===== config.mk =====
export PLATFORM = sky130hd
export DESIGN_NAME = nor_bus_ctrl
export DESIGN_NICKNAME = d
export VERILOG_FILES = /design/src/rtl/nor_bus_ctrl.sv
export SDC_FILE = /design/constraint.sdc
export NUM_CORES = 1
export LEC_CHECK = 0
export BUFFER_PORTS_ARGS = -buffer_cell sky130_fd_sc_hd__buf_2
export CORE_MARGIN = 8
export CORE_UTILIZATION = 54
export CTS_CLUSTER_SIZE = 8
export DETAILED_ROUTE_END_ITERATION = 6
export GPL_TIMING_DRIVEN = 1
export PLACE_DENSITY = 0.85
export SLEW_MARGIN = 20
export SYNTH_ARGS = -nofsm -noshare
export SYNTH_HDL_FRONTEND = slang
export SYNTH_SLANG_ARGS = --single-unit

===== constraint.sdc =====
create_clock -name clk_i -period 5 [get_ports clk_i]
set_input_delay 1 -clock clk_i [delete_from_list [all_inputs] [get_ports clk_i]]
set_output_delay 1 -clock clk_i [all_outputs]
set_load 0.02 [all_outputs]

===== src/rtl/nor_bus_ctrl.sv =====
// nor_bus_ctrl: Wishbone slave to asynchronous NOR flash bus sequencer.
// Define NOR_BUS_CTRL_RYBY_WAIT_EN to wait on RY/BY# after each write.
module nor_bus_ctrl #(
  parameter int ADDRBITS       = 26,
  parameter int DATABITS       = 16,
  parameter int T_RD           = 8,
  parameter int T_WP           = 4,
  parameter int T_WH           = 2,
  parameter int TIMEOUT_CYCLES = 65535
) (
  input  logic                clk_i,
  input  logic                reset_i,
  input  logic                wb_cyc_i,
  input  logic                wb_stb_i,
  input  logic                wb_we_i,
  input  logic [ADDRBITS-1:0] wb_adr_i,
  input  logic [DATABITS-1:0] wb_dat_i,
  output logic [DATABITS-1:0] wb_dat_o,
  output logic                wb_ack_o,
  output logic                wb_err_o,
  output logic                wb_stall_o,
  output logic [ADDRBITS-1:0] flash_adr_o,
  output logic [DATABITS-1:0] flash_dq_o,
  output logic                flash_dq_oe_o,
  output logic                flash_ce_n_o,
  output logic                flash_oe_n_o,
  output logic                flash_we_n_o,
  input  logic [DATABITS-1:0] flash_dq_i,
  input  logic                flash_ry_by_i,
  output logic                busy_o
);
  typedef enum logic [2:0] {IDLE, RD, WR_SETUP, WR_PULSE, WR_HOLD, RDY_WAIT, RESP} state_t;
  state_t state, state_nxt;
  logic [31:0] cnt;
  logic we_q;
  logic err_q;
  logic accept;
  assign accept = wb_cyc_i && wb_stb_i && state == IDLE;
`ifdef NOR_BUS_CTRL_RYBY_WAIT_EN
  logic [1:0] ry_sync;
  logic ready_ok;
  assign ready_ok = cnt >= 32'd1 && ry_sync[1];
  always_ff @(posedge clk_i)
    if (reset_i) begin
      ry_sync <= 2'b11;
      err_q   <= 1'b0;
    end else begin
      ry_sync <= {ry_sync[0], flash_ry_by_i};
      if (accept) err_q <= 1'b0;
      else if (state == RDY_WAIT && state_nxt == RESP && !ready_ok) err_q <= 1'b1;
    end
`else
  logic unused_ry;
  assign unused_ry = flash_ry_by_i ^ (TIMEOUT_CYCLES == 0);
  assign err_q = 1'b0;
`endif
  always_ff @(posedge clk_i)
    if (reset_i) begin
      state <= IDLE;
      cnt   <= '0;
    end else begin
      state <= state_nxt;
      cnt   <= (state_nxt != state || state == IDLE) ? '0 : cnt + 32'd1;
    end
  always_comb begin
    state_nxt = state;
    case (state)
      IDLE:     if (accept) state_nxt = wb_we_i ? WR_SETUP : RD;
      RD:       if (cnt == T_RD - 1) state_nxt = RESP;
      WR_SETUP: state_nxt = WR_PULSE;
      WR_PULSE: if (cnt == T_WP - 1) state_nxt = WR_HOLD;
`ifdef NOR_BUS_CTRL_RYBY_WAIT_EN
      WR_HOLD:  if (cnt == T_WH - 1) state_nxt = RDY_WAIT;
      RDY_WAIT: if (ready_ok || cnt == TIMEOUT_CYCLES - 1) state_nxt = RESP;
`else
      WR_HOLD:  if (cnt == T_WH - 1) state_nxt = RESP;
`endif
      default:  state_nxt = IDLE;
    endcase
  end
  always_ff @(posedge clk_i)
    if (reset_i) begin
      flash_adr_o <= '0;
      flash_dq_o  <= '0;
      wb_dat_o    <= '0;
      we_q        <= 1'b0;
    end else begin
      if (accept) begin
        flash_adr_o <= wb_adr_i;
        flash_dq_o  <= wb_dat_i;
        we_q        <= wb_we_i;
      end
      if (state == RD && state_nxt == RESP && !we_q) wb_dat_o <= flash_dq_i;
    end
  // Strobes decode purely from the state register, so wb inputs never reach the flash pins.
  always_comb begin
    flash_ce_n_o  = !(state inside {RD, WR_SETUP, WR_PULSE, WR_HOLD});
    flash_oe_n_o  = state != RD;
    flash_we_n_o  = state != WR_PULSE;
    flash_dq_oe_o = state inside {WR_SETUP, WR_PULSE, WR_HOLD};
    wb_stall_o    = state != IDLE;
    busy_o        = state != IDLE;
    wb_ack_o      = state == RESP && wb_cyc_i && !err_q;
    wb_err_o      = state == RESP && wb_cyc_i && err_q;
  end
endmodule

==> impl_metrics.py, run 1 <==
metrics = {
    "status": {
        "outcome": "finished clean",
    },
    "placement": {
        "place_inst": 654,
        "gp_congestion": 0.8619,
        "portBuffers": 127,
        "hpwl_um": 7186,
    },
    "pwr": {
        "pwr-share-seq_pct": 53.9,
        "pwr-share-comb_pct": 10.7,
        "swShare_pct": 26.58,
        "power.switching_uw": 385.1,
        "p_leak_uw": 0.001981,
        "vdd.ir_drop.worst_mv": 0.2159,
        "p_int_uw": 1064,
        "power_density_nw_per_um2": 305.8,
        "clkPwrFrac_pct": 35.4,
    },
    "sta": {
        "fmax_mhz": 347.4,
        "tns_ps": 0,
        "layout_worst_path_cycle_share_pct": 57.58,
        "maxSlewViolCount": 0,
        "tightest_slew_ps": 834.1,
        "fin_worst_skew_ps": 8.002,
        "hold_ws_ps": 453.9,
        "hold_viol": 0,
        "slew_headroom_pct": 43.98,
        "layout_min_cycle_time_ps": 2879,
        "finalSetupViolations": 0,
        "rsz0062_at_grt": "false",
    },
    "global_routing": {
        "grt_start_max_net_pins": 63,
        "gr-total-overflow": 0,
        "grt_pass1_wl_um": 15550,
        "grt_usage_pct": 19.04,
        "first_global_vias": 3401,
        "antenna_found_initial": 1,
    },
    "drt": {
        "viasPerCell": 5.163,
        "dr.pass1.iters": 4,
        "drtAntennaViolNets": 0,
        "wirelength_um": 9567,
        "avgRoutedWirePerCell_um": 14.28,
        "vias": 3459,
        "drtIter0Drc": 138,
        "drc": 0,
    },
    "die": {
        "ios": 130,
        "dieArea_um2": 10120,
        "initial_utilization_pct": 54.45,
        "core_area_um2": 7098,
        "die_width_um": 100.6,
        "fp-row-count": 31,
        "fp.dieH_um": 100.6,
    },
    "yosys": {
        "yosysSeqAreaShare_pct": 48.69,
        "synth_area_per_cell_um2": 8.551,
        "yosys_warnings": 0,
        "synthCells": 452,
        "synth_nets": 518,
        "synthTopCellsByArea": "dfxtp_1 (49%), nand2_1 (9.4%), a21oi_1 (5.8%)",
        "synthArstFlopShare_pct": 0,
        "syn-cell-area_um2": 3865,
        "synth.distinct_cells": 41,
        "synth_top_cell_by_area": "dfxtp_1",
        "yosys_most_used_dff": "dfxtp_1",
        "synth_enable_flop_cells": 0,
        "ys_ff_latch": 94,
        "synth_top_area_share_pct": 48.69,
    },
    "setup_path": {
        "rrSetupSlack_ps": 2120,
        "r2r-start": "cnt[0]",
        "crit_fanout": 16,
        "end_kind": "flip-flop",
        "r2r-end": "wb_dat_o[2]",
        "crit_type": "reg2reg",
        "reg2regPathDepth": 7,
        "start_kind": "flip-flop",
        "cp.arrival_ps": 3110,
        "required_ps": 5230,
    },
    "clocking": {
        "path_clk_slew_ps": 90,
        "post_cts_resized": 0,
        "insertion_delay_ps": 360,
        "cts_inserted_buffers": 9,
        "cts.sinks": 94,
        "clk_path_buf_depth": 2,
        "post_cts_buffers": 0,
        "htreeDepth": 3,
        "clockRootBuffer": "clkbuf_8",
        "hold_buffers": 0,
        "cts_tree": "built",
    },
    "finish": {
        "antennaDiodeCount": 0,
        "fin_nets": 632,
        "drive_above_1_share_pct": 28.02,
        "instances_no_fill": 670,
        "area_growth_pct": 22.60,
    },
    "min_path": {
        "min_from": "flash_adr_o[18]",
        "hp-class": "reg2reg",
        "min_to": "flash_adr_o[18]",
        "holdPathStages": 2,
    },
    "job": {
        "maxCapViolations": 0,
    },
}
metal layers:
metal	GRT usage [%]	share of wire [%]	up-vias
met4	7.093	1.4	2
met5	0	0.14	-
li1	-	-	1748
met1	20.01	38	1576
met2	32.20	49	116
met3	9.116	11	17
cells in the mapped netlist, types with 2 or more instances:
cell,n
nand2_1,97
dfxtp_1,94
nor2_1,51
a21oi_1,45
xor2_1,25
clkbuf_1,18
mux2i_1,16
nand4_1,16
nand3_1,12
and4_1,8
nor3_1,7
and3_1,6
buf_2,6
inv_1,5
xnor2_1,5
nor4_1,4
a31oi_1,3
and2_1,3
nor3b_1,3
and2b_2,2
buf_4,2
ha_1,2
nand2b_1,2
nor4_2,2
nor4_4,2
power groups by stage:
stage                     clock [uW]  combinational, uW  sequential, uW
final                            513                155             781
after global routing             551                170             784
after CTS                        520                157             781
after detailed placement           0                157             798
after global placement             0                152             797
after floorplan                    0               74.4             819
cell families (layout without fill, tap and decap cells):
kind of cell / after synthesis / count (layout) / synth area share (%)
simple gates: 223 / 223 / 28.26
mux: 16 / 16 / 4.144
buf+inv: 33 / 152 / 3.884
other cells: 1 / 1 / 0.09703
fa+ha+maj: 2 / 2 / 0.6474
flops: 94 / 94 / 48.69
xor+xnor: 30 / 30 / 6.798
compound gates: 53 / 53 / 7.478
cells in the final DEF (no fill, tap or decap), types with 2 or more instances in the layout:
cell type  synthesis  routed
buf_2              6     127
nand2_1           97      97
dfxtp_1           94      94
nor2_1            51      51
a21oi_1           45      45
xor2_1            25      25
nand4_1           16      16
mux2i_1           16      16
nand3_1           12      12
clkbuf_8           0       9
and4_1             8       8
nor3_1             7       7
and3_1             6       6
inv_1              5       5
xnor2_1            5       5
nor4_1             4       4
buf_4              2       4
nor3b_1            3       3
a31oi_1            3       3
and2_1             3       3
and2b_2            2       2
nand2b_1           2       2
nor4_2             2       2
nor4_4             2       2
ha_1               2       2
inv_6              0       2
critical path, cell delays in order, from the launching register on:
cell,delay [ps]
dfxtp_1,390
ha_1,560
nor4b_1,310
nand4_1,220
nor4_4,660
buf_4,340
mux2i_1,220
nor2_1,50
registers in the layout, indices dropped and copies added (netlist names):
name / cells
cnt: 32
flash_adr_o: 26
flash_dq_o: 16
wb_dat_o: 16
state: 3
we_q: 1
area by class of cell:
class	instances	area [um2]
inverters	5	18.77
multi-input cells	325	1844
repair buffers	131	665.6
flip-flops and latches	94	1882
clock buffers	9	123.9
fillers	566	2360
clock inverters	7	80.08
well taps	99	123.9
through the flow:
step                      power, uW  setup WS [ps]  instance area, um2  utilization, %
after floorplan               893.5           2725                3865               -
after global placement        948.5           2217                4527           63.78
after detailed placement      955.0           2113                4534           63.88
after CTS                      1458           2109                4738           66.75
after global routing           1505           1865                4738           66.75
final                          1449           2121                4738           66.75
worst max path at each step:
stage                         from     endpoint  slack (ps)  cells past startpoint
after floorplan           wb_cyc_i     wb_ack_o        2720                      1
after global placement      cnt[0]  wb_dat_o[9]        2220                      7
after detailed placement    cnt[0]  wb_dat_o[2]        2110                      7
after CTS                   cnt[0]  wb_dat_o[2]        2110                      7
after global routing        cnt[0]  wb_dat_o[2]        1860                      7
final                       cnt[0]  wb_dat_o[2]        2120                      7
No activity file was read; power rests on OpenSTA's default activity.
==> run 2, diff against run 1 <==
--- a/config.mk
+++ b/config.mk
@@ -7,11 +7,11 @@
 export LEC_CHECK = 0
 export BUFFER_PORTS_ARGS = -buffer_cell sky130_fd_sc_hd__buf_2
 export CORE_MARGIN = 8
-export CORE_UTILIZATION = 54
+export CORE_UTILIZATION = 50
 export CTS_CLUSTER_SIZE = 8
 export DETAILED_ROUTE_END_ITERATION = 6
 export GPL_TIMING_DRIVEN = 1
-export PLACE_DENSITY = 0.85
+export PLACE_DENSITY = 0.79
 export SLEW_MARGIN = 20
 export SYNTH_ARGS = -nofsm -noshare
 export SYNTH_HDL_FRONTEND = slang
==> constraint.sdc (replaced) <==
create_clock -name clk_i -period 3 [get_ports clk_i]
set_input_delay 0.6 -clock clk_i [delete_from_list [all_inputs] [get_ports clk_i]]
set_output_delay 0.6 -clock clk_i [all_outputs]
set_load 0.02 [all_outputs]
==> impl_metrics.py, run 2 (synthesis results as in run 1) <==
metrics = {
    "pwr": {
        "p_leak_uw": 0.002002,
        "vdd.ir_drop.worst_mv": 0.3582,
        "power_density_nw_per_um2": 508.8,
        "total_power_uw": 2430,
    },
    "clocking": {
        "cts.sinks": 94,
        "hold_buffers": 0,
        "post_cts_resized": 0,
        "cts_tree": "built",
        "post_cts_buffers": 0,
        "path_clk_slew_ps": 80,
        "cts_inserted_buffers": 9,
        "htreeDepth": 3,
        "clk_path_buf_depth": 2,
        "clockRootBuffer": "clkbuf_8",
        "insertion_delay_ps": 350,
    },
    "sta": {
        "hold_viol": 0,
        "fin_worst_skew_ps": 9.539,
        "tightest_slew_ps": 564.2,
        "layout_min_cycle_time_ps": 2212,
        "tns_ps": 0,
        "finalSetupViolations": 0,
        "maxSlewViolCount": 0,
        "worst_slack_ps": 787.9,
        "rsz0062_at_grt": "false",
        "fmax_mhz": 452.1,
        "slew_headroom_pct": 62.39,
        "layout_worst_path_cycle_share_pct": 73.74,
    },
    "setup_path": {
        "r2r-start": "cnt[0]",
        "start_kind": "flip-flop",
        "cp-startpoint": "state[1]",
        "crit_path_end": "flash_ce_n_o",
        "required_ps": 2400,
        "r2r-end": "wb_dat_o[9]",
        "end_kind": "output pin",
        "crit_fanout": 9,
        "cp.arrival_ps": 1610,
        "reg2regPathDepth": 7,
        "crit_type": "reg2out",
        "rrSetupSlack_ps": 860,
    },
    "finish": {
        "area_growth_pct": 23.60,
        "layout_common_cells": "buf_2 (127), nand2_1 (97), dfxtp_1 (94), nor2_1 (51), a21oi_1 (45)",
        "multi_input_area_um2": 1837,
        "final_common_cell": "buf_2",
        "fin_nets": 637,
        "fin_util_pct": 62.80,
        "antennaDiodeCount": 0,
        "drive_above_1_share_pct": 28.47,
        "fill_cells": 663,
        "largest_register_ffs": 32,
        "instances_no_fill": 678,
        "largest-register": "cnt",
        "seqCellArea_um2": 1882,
        "reg_top3": "cnt (32), flash_adr_o (26)",
    },
    "drt": {
        "vias": 3523,
        "drc": 0,
        "wirelength_um": 9752,
        "drtAntennaViolNets": 0,
        "dr.pass1.iters": 4,
        "viasPerCell": 5.196,
        "drtIter0Drc": 190,
        "avgRoutedWirePerCell_um": 14.38,
    },
    "die": {
        "core_area_um2": 7607,
        "fp.dieH_um": 103.9,
        "ios": 130,
        "fp-row-count": 32,
        "die_width_um": 103.9,
        "dieArea_um2": 10800,
        "initial_utilization_pct": 50.81,
    },
    "placement": {
        "hpwl_um": 7369,
        "gp_congestion": 0.7764,
        "portBuffers": 127,
        "pre_cts_ws_ps": 865.3,
        "place_inst": 662,
    },
    "min_path": {
        "hp-class": "reg2reg",
    },
    "global_routing": {
        "antenna_found_initial": 0,
        "grt_usage_pct": 17.85,
        "grt_start_max_net_pins": 44,
        "gr-total-overflow": 0,
        "first_global_vias": 3498,
        "grt_pass1_wl_um": 16210,
    },
    "status": {
        "outcome": "finished clean",
    },
    "job": {
        "maxCapViolations": 0,
    },
}
==> run 2: how the worst min path moves through the flow <==
stage | slack [ps] | startpoint | to | depth (start not counted)
after detailed placement | 440 | flash_dq_o[14] | flash_dq_o[14] | 2
after floorplan | 440 | we_q | we_q | 2
after global placement | 440 | flash_adr_o[8] | flash_adr_o[8] | 2
after global routing | 450 | wb_dat_i[4] | flash_dq_o[4] | 3
final | 450 | flash_dq_o[14] | flash_dq_o[14] | 2
after CTS | 460 | flash_dq_o[14] | flash_dq_o[14] | 2
==> run 2: stage by stage <==
stage | cell area, um2 | hold WS, ps
global placement | 4568 | 439.1
CTS | 4777 | 456.5
finish | 4777 | 452.5
detailed placement | 4568 | 444.6
global route | 4777 | 454.2
floorplan | 3865 | 436.6
==> run 2: area by class of cell <==
type                       instances  area share (%)
clock buffer                      12           3.248
clock inverter                     4           1.126
inverter                           5          0.3929
multi-input combinational        325           38.45
sequential                        94           39.39
tap                              102           2.672
timing repair buffer             136           14.72
==> run 2: where the power goes <==
group / total [uW] / switching [uW] / internal [uW]
clock: 867 / 432 / 435
sequential: 1300 / 20.6 / 1280
combinational: 262 / 165 / 96.6
total: 2430 / 618 / 1810
==> run 2: worst max-delay path, cell delays in order (launching register included) <==
cell,delay [ps]
dfxtp_1,410
or3b_2,530
nand2_1,130
nor2b_1,50
buf_2,150
==> run 2: metal layers <==
metal / routed length, um / part of all wire [%] / track usage (%) / vias up
li1: - / - / - / 1760
met1: 4041 / 41 / 19.44 / 1645
met2: 4823 / 49 / 30.52 / 103
met3: 764 / 7.8 / 7.187 / 15
met4: 123 / 1.3 / 6.515 / 0
met5: 0 / 0 / 0 / -
